## src/rtl/wb_stage_regfile_pkg.sv

```systemverilog
`default_nettype none
// ============================================================================
// Module      : wb_stage_regfile_pkg
// Description : Shared constants and types for the writeback stage and its
//               register file. OPC_SEL_ALU_BIT is also consumed by the
//               upstream output mux to pick between the ALU result and the
//               forward choice.
// Revision    : 1.0 - initial release
// ============================================================================
package wb_stage_regfile_pkg;

    localparam int DATA_W          = 8;
    localparam int NUM_REGS        = 4;
    localparam int ADDR_W          = 2;
    localparam int OPC_SEL_ALU_BIT = 0;

    typedef logic [DATA_W-1:0] data_t;
    typedef logic [ADDR_W-1:0] reg_addr_t;

endpackage : wb_stage_regfile_pkg
`default_nettype wire

```

## src/rtl/wb_stage_regfile_regfile_4x8.sv

```systemverilog
`default_nettype none
// ============================================================================
// Module      : regfile_4x8
// Description : NUM_REGS x DATA_W register file. One synchronous write port,
//               two asynchronous read ports, no bypass (the writeback stage
//               provides it).
// Ports       : clk       - system clock, rising edge
//               rst       - synchronous active-high reset, clears all entries
//               i_we      - write enable
//               i_waddr   - write address
//               i_wdata   - write data
//               i_raddr1  - read port 1 address
//               i_raddr2  - read port 2 address
//               o_rdata1  - read port 1 data
//               o_rdata2  - read port 2 data
// Revision    : 1.0 - initial release
// ============================================================================
module regfile_4x8
    import wb_stage_regfile_pkg::*;
(
    input  logic      clk,
    input  logic      rst,
    input  logic      i_we,
    input  reg_addr_t i_waddr,
    input  data_t     i_wdata,
    input  reg_addr_t i_raddr1,
    input  reg_addr_t i_raddr2,
    output data_t     o_rdata1,
    output data_t     o_rdata2
);

    data_t r_regs [NUM_REGS];

    // Reset has priority over a write presented on the same edge.
    always_ff @(posedge clk) begin
        if (rst) begin
            for (int i = 0; i < NUM_REGS; i++) begin
                r_regs[i] <= '0;
            end
        end else if (i_we) begin
            r_regs[i_waddr] <= i_wdata;
        end
    end

    assign o_rdata1 = r_regs[i_raddr1];
    assign o_rdata2 = r_regs[i_raddr2];

endmodule : regfile_4x8
`default_nettype wire

```

## src/rtl/wb_stage_regfile.sv

```systemverilog
`default_nettype none
// ============================================================================
// Module      : wb_stage_regfile
// Description : Writeback stage. Captures the output-mux write data into an
//               EX/WB register, commits it to the register file one cycle
//               later, serves bypassed reads to decode, exports forwarding
//               info and counts retired register-file write cycles.
// Ports       : clk           - system clock, rising edge
//               reset         - synchronous active-high reset
//               ex_valid      - EX holds a valid result
//               ex_opcode     - EX opcode, bit OPC_SEL_ALU_BIT = ALU result
//               ex_rd         - EX destination register
//               write_data    - output mux result
//               stall         - freeze the EX/WB register
//               rs1/rs2_addr  - read port addresses
//               rs1/rs2_data  - bypassed read data
//               wb_valid      - EX/WB register holds a valid write
//               wb_rd         - registered destination
//               wb_data       - registered write data (forwarding source)
//               wb_is_alu     - registered ALU-select opcode bit
//               retired_count - register-file write cycles, wraps
// Revision    : 1.0 - initial release
// ============================================================================
module wb_stage_regfile
    import wb_stage_regfile_pkg::*;
#(
    parameter int CNT_W = 8
) (
    input  logic             clk,
    input  logic             reset,
    input  logic             ex_valid,
    input  logic [1:0]       ex_opcode,
    input  reg_addr_t        ex_rd,
    input  data_t            write_data,
    input  logic             stall,
    input  reg_addr_t        rs1_addr,
    input  reg_addr_t        rs2_addr,
    output data_t            rs1_data,
    output data_t            rs2_data,
    output logic             wb_valid,
    output reg_addr_t        wb_rd,
    output data_t            wb_data,
    output logic             wb_is_alu,
    output logic [CNT_W-1:0] retired_count
);

    logic             r_wb_valid;
    reg_addr_t        r_wb_rd;
    data_t            r_wb_data;
    logic             r_wb_is_alu;
    logic [CNT_W-1:0] r_retired_count;

    data_t            w_rf_rdata1;
    data_t            w_rf_rdata2;

    // Only the ALU-select bit is captured; the rest of the opcode is unused here.
    logic             w_unused_opcode;
    assign w_unused_opcode = ^ex_opcode;

    // EX/WB register. When invalid and not stalled, only the valid bit drops;
    // the payload keeps its last value so wb_rd/wb_data stay stable.
    always_ff @(posedge clk) begin
        if (reset) begin
            r_wb_valid  <= 1'b0;
            r_wb_rd     <= '0;
            r_wb_data   <= '0;
            r_wb_is_alu <= 1'b0;
        end else if (!stall) begin
            r_wb_valid <= ex_valid;
            if (ex_valid) begin
                r_wb_rd     <= ex_rd;
                r_wb_data   <= write_data;
                r_wb_is_alu <= ex_opcode[OPC_SEL_ALU_BIT];
            end
        end
    end

    // Counts write cycles, so a stalled valid entry is counted every cycle.
    always_ff @(posedge clk) begin
        if (reset) begin
            r_retired_count <= '0;
        end else if (r_wb_valid) begin
            r_retired_count <= r_retired_count + {{(CNT_W-1){1'b0}}, 1'b1};
        end
    end

    // Commit uses the pre-edge EX/WB contents, so a new entry may load on the
    // same edge the old one retires.
    regfile_4x8 u_regfile (
        .clk      (clk),
        .rst      (reset),
        .i_we     (r_wb_valid),
        .i_waddr  (r_wb_rd),
        .i_wdata  (r_wb_data),
        .i_raddr1 (rs1_addr),
        .i_raddr2 (rs2_addr),
        .o_rdata1 (w_rf_rdata1),
        .o_rdata2 (w_rf_rdata2)
    );

    // Bypass the committing entry so it is readable in its commit cycle.
    assign rs1_data = (r_wb_valid && (rs1_addr == r_wb_rd)) ? r_wb_data : w_rf_rdata1;
    assign rs2_data = (r_wb_valid && (rs2_addr == r_wb_rd)) ? r_wb_data : w_rf_rdata2;

    assign wb_valid      = r_wb_valid;
    assign wb_rd         = r_wb_rd;
    assign wb_data       = r_wb_data;
    assign wb_is_alu     = r_wb_is_alu;
    assign retired_count = r_retired_count;

endmodule : wb_stage_regfile
`default_nettype wire

```

## config.mk

```make
export PLATFORM = sky130hd
export DESIGN_NAME = wb_stage_regfile
export DESIGN_NICKNAME = d
export VERILOG_FILES = /design/src/rtl/wb_stage_regfile_pkg.sv /design/src/rtl/wb_stage_regfile_regfile_4x8.sv /design/src/rtl/wb_stage_regfile.sv
export SDC_FILE = /design/constraint.sdc
export NUM_CORES = 1
export LEC_CHECK = 0
export CAP_MARGIN = 20
export CELL_PAD_IN_SITES_DETAIL_PLACEMENT = 0
export CELL_PAD_IN_SITES_GLOBAL_PLACEMENT = 1
export CORE_ASPECT_RATIO = 1.4
export CORE_UTILIZATION = 35
export DETAILED_ROUTE_END_ITERATION = 7
export PLACE_DENSITY = 0.66
export SYNTH_ARGS = -nofsm -noshare
export SYNTH_HDL_FRONTEND = slang
export SYNTH_HIERARCHICAL = 1
export SYNTH_SLANG_ARGS = --single-unit
export TNS_END_PERCENT = 20
```

## constraint.sdc

```tcl
create_clock -name clk -period 2.35 [get_ports clk]
set_clock_uncertainty 0.1 [all_clocks]
set_input_delay 0.235 -clock clk [delete_from_list [all_inputs] [get_ports clk]]
set_output_delay 0.235 -clock clk [all_outputs]
set_load 0.01 [all_outputs]
```

-- After elaboration in Yosys (flattened, before gate mapping)
Memory sizes are Yosys's and may differ from the RTL's.
Index checks and enable logic that the tools add are counted.
- $add $sub $neg: 1
- eq/ne operators: 2
- mux-type cells: 10
- bitwise operators: 1
- reduce and logical (&&, ||, !) cells: 4
- operators by type and width (kind ; count):
    8-bit two-way mux ; 3
    8-bit by 1-bit adder with 8-bit output, second input constant ; 1
    8-bit OR reduction ; 1
    1-bit two-way mux ; 6
    2-bit == test ; 2
    1-bit logical AND ; 2
    2-bit two-way mux ; 1
    2-bit AND reduction ; 1
    1-bit inverter ; 1
- register bits after elaboration: 20
- RAM bits: 32
- input bits: 20
- output and inout port bits: 36
- logic and storage cells: 24
- memories kept: 1
- memories (memory ; depth ; bits a word ; rd ports ; clocked after memory_dff ; wr ports ; RTL line ; RTL):
    u_regfile.r_regs ; 4 ; 8 ; 2 ; 0 ; 4 ; wb_stage_regfile_regfile_4x8.sv:32 ; data_t r_regs [NUM_REGS];

-- Depth between registers and ports, before layout
- depth in word-level cells: 5
- gate-level depth with buffers: 4
- gate-level depth less buffers: 4

-- Modules after synthesis
Netlist, hierarchy kept.
- by module, submodules not included (module ; times used ; cells an instance ; area each (sq um) ; sequential area each (sq um)):
    regfile_4x8 ; 1 ; 95 ; 1654.1 ; 960.9
    wb_stage_regfile ; 1 ; 111 ; 996.0 ; 400.4

-- Worst setup path before layout
OpenSTA, ideal clock, no wires.
- path type: reg-to-output
- start point: register r_wb_rd[0] (netlist: wb_rd[0])
- end point: output rs1_data[0]
- data arrival time: 1.250 ns
- data required time: 2.015 ns
- setup slack: 0.765 ns
- cell stages (with the launch flop): 4
- path buffers: 0
- cell sequence: dfxtp_1 xnor2_1 nand3_2 mux2_2
- cells in the longest elaborated chain, start to end: 3
- ends and longest elaborated chain (element ; RTL line ; RTL):
    start: declaration ; wb_stage_regfile.sv:48 ; reg_addr_t r_wb_rd;
    start signal: assignment ; wb_stage_regfile.sv:71 ; r_wb_rd <= ex_rd;
    2-bit == test ; wb_stage_regfile.sv:102 ; assign rs1_data = (r_wb_valid && (rs1_addr == r_wb_rd)) ? r_wb_data : w_rf_rdata1;
    1-bit logical AND ; wb_stage_regfile.sv:102 ;
    8-bit two-way mux ; wb_stage_regfile.sv:102 ;
    end: declaration ; wb_stage_regfile.sv:38 ; output data_t rs1_data,
No other way between the ends.

-- Worst setup path after layout
- start point: input rs1_addr[0]
- end point: output rs1_data[7]
- elaborated cells between the ends (all ways): 4
- those cells by class: 1 x eq/ne; 1 x mux; 1 x reduce/logical; 1 x memory
- RTL lines (element ; RTL line ; RTL):
    start: declaration ; wb_stage_regfile.sv:36 ; input reg_addr_t rs1_addr,
    memory 4 x 8 bit ; n/a ;
    named net w_rf_rdata1[7] ; wb_stage_regfile.sv:53 ; data_t w_rf_rdata1;
    8-bit two-way mux ; wb_stage_regfile.sv:102 ;
The timed path passes the listed nets, and every way through them passes these cells.

==> flow_metrics.py <==
metrics = {
    "outcome": {
        "status": "finished clean",
    },
    "yosys": {
        "async_flop_share_pct": 0,
        "synth_ff_type": "edfxtp_1",
        "synth_cells": 206,
        "ys_seq_area_share_pct": 51.4,
        "synth_edf_count": 32,
        "syn_nets": 227,
        "synth_top_cell_by_area": "edfxtp_1",
        "synth_commonest_cells": "32 x and2_1, 32 x edfxtp_1, 27 x nand2_1",
        "synthesis.area_um2": 2650,
        "postSynthAreaPerCell_um2": 12.9,
        "yosys-top-cells-area": "edfxtp_1 36%, dfxtp_1 15%, mux4_2 14%",
        "yosys.cell_types.count": 31,
        "yosys_warnings": 6,
        "netlist.area_leader.share_pct": 36.3,
        "ys_ff_latch": 52,
    },
    "cts": {
        "cts_hold_buf": 0,
        "cts.sinks": 52,
        "worstSkewPairLatency_ns": 0.30,
        "tritoncts": "yes",
        "postCtsSetupRepairBufs": 0,
        "cts_htree_levels": 2,
        "path_clk_slew_ns": 0.09,
        "numCtsBuffers": 5,
        "clk_path_buf_depth": 2,
        "clk_root_buffer_cell": "clkbuf_8",
    },
    "detailed_routing": {
        "drt-total-wl_mm": 6.36,
        "vias": 1829,
        "viasPerCell": 4.93,
        "wire_per_inst_um": 17.1,
        "drtIter0Drc": 63,
        "drtAntennaViolNets": 0,
        "route.detailed.drc": 0,
        "dr.pass1.iters": 4,
    },
    "die": {
        "dieWidth_um": 75.5,
        "start_util_pct": 36.0,
        "coreArea_um2": 7360,
        "die_area_um2": 7930,
        "die_y_um": 105,
        "rows": 37,
        "io_pins": 56,
    },
    "placed_design": {
        "place_ws_ns": -0.207,
        "io_buffer_count": 54,
        "gp_congestion": 0.745,
        "dpl.hpwl_mm": 4.40,
    },
    "sta": {
        "rsz0062_at_grt": "false",
        "max-slew-margin-rel_pct": 61.4,
        "setup_ws_ns": 0.0428,
        "setup_viol": 0,
        "tightest_slew_ns": 0.577,
        "drv_slew": 0,
        "min_period_ns": 2.31,
        "hold_violations": 0,
        "fmax_mhz": 433,
        "period_share_pct": 98.2,
    },
    "critical_path": {
        "worst_setup_path_end_kind": "output pin",
        "setup.worst_path.class": "in2out",
        "worstRegToRegCells": 3,
        "cp.required_ns": 2.02,
        "startpoint_type": "input pin",
        "arrival_ns": 1.97,
        "cp_max_fo": 9,
    },
    "finish": {
        "area_growth_pct": 31.4,
        "drive_above_1_share_pct": 21.9,
        "num_antenna_cells": 0,
        "nets": 294,
    },
    "power": {
        "ir_drop_uv": 238,
        "finalPower_mw": 1.83,
        "p_leak_nw": 1.28,
        "p_per_area_nw_per_um2": 527,
    },
    "worst_hold_path": {
        "worstHoldPathType": "in2reg",
        "holdPathStages": 3,
    },
    "grt": {
        "grt.total_usage_pct": 17.0,
        "grt_pass1_vias": 1829,
        "grt_pass1_wl_mm": 9.62,
        "antenna_found_initial": 0,
        "overflow": 0,
        "grt_max_degree": 21,
    },
    "flow_run": {
        "cap_viol_max_count": 0,
    },
}
==> final timing paths <==
path	from	endpoint	slack, ns
max	rs1_addr[0]	rs1_data[7]	0.04
max reg2reg	wb_valid	u_regfile/r_regs[2][4]	0.79
min	write_data[2]	wb_data[2]	0.37
min reg2reg	wb_is_alu	wb_is_alu	0.38
==> critical path, cell delays in order <==
cell and delay (ns):
clkdlybuf4s50_1 0.51, buf_12 0.16, mux4_2 0.49, mux2_2 0.28, dlygate4sd2_1 0.29
==> cell families after synthesis <==
kind of cell             synth area share (%)
XOR/XNOR                                 2.64
AO/OA/AOI/OAI                            4.63
buffers and inverters                    2.31
AND/OR/NAND/NOR                          17.8
multiplexers                             20.8
flip-flops                               51.4
adder cells (fa/ha/maj)                 0.472
==> metrics by stage <==
step | TNS [ns] | instance area (µm²) | utilization (%) | hold WS (ns) | instances
3_3_place_gp | -2.52 | 3400 | 46.3 | 0.356 | 363
5_1_grt | 0 | 3480 | 47.3 | 0.377 | 371
6_report | 0 | 3480 | 47.3 | 0.367 | 371
4_1_cts | 0 | 3480 | 47.3 | 0.361 | 371
2_1_floorplan | 0 | 2650 | - | 0.271 | 206
3_5_place_dp | -2.43 | 3400 | 46.3 | 0.361 | 363
==> cell usage in the layout, fill, tap and decap left out, drive strengths merged <==
cell type	synthesis	routed
clkdlybuf4s50	0	44
and2	32	32
edfxtp	32	32
nand2	27	27
dfxtp	20	20
mux2	16	16
mux4	16	16
a21oi	15	15
buf	5	15
dlygate4sd2	0	10
nor2	6	6
xnor2	5	5
clkbuf	4	5
nand4	4	4
o21ai	3	3
or3	3	3
xor2	3	3
clkinv	0	3
nand3	2	2
a31o	2	2
and4bb	2	2
nor2b	1	1
nand2b	1	1
mux2i	1	1
ha	1	1
and2b	1	1
inv	1	1
a21o	1	1
o21bai	1	1
nor4b	1	1
==> per-layer routing <==
layer  GRT usage [%]  part of all wire [%]  wire length [µm]  vias up
met3            3.86                   4.1               258        7
met5               0                     0                 0        -
met2            30.9                    54              3440       52
met1            18.9                    40              2570      884
li1                -                     -                 -      886
met4            5.56                   1.5                96        0
==> report_power, final <==
group / total, mW / leakage [nW] / internal, mW / switching (mW)
sequential: 1.03 / 0.495 / 1.00 / 0.0299
combinational: 0.302 / 0.737 / 0.177 / 0.125
clock: 0.502 / 0.0453 / 0.203 / 0.298
total: 1.83 / 1.28 / 1.38 / 0.453
==> area by class of cell <==
type / count / area [µm²]
Fill cell: 684 / 3880
Sequential cell: 52 / 1360
Multi-Input combinational cell: 144 / 1230
Timing Repair Buffer: 69 / 686
Tap cell: 97 / 121
Clock buffer: 5 / 68.8
Clock inverter: 3 / 13.8
Inverter: 1 / 3.75
==> flip-flops by register name (all words and copies together), names as in the netlist <==
name / count
wb_rd: 2
wb_data: 8
wb_is_alu: 1
retired_count: 8
wb_valid: 1
u_regfile/r_regs: 32
==> repair_timing <==
| action | in CTS | in global routing |
|---|---|---|
| setup endpoints to repair | 16 | 1 |
| resized for setup | 12 | 0 |
| pin swaps | 0 | 1 |
Power figures use the tool's default switching activity.
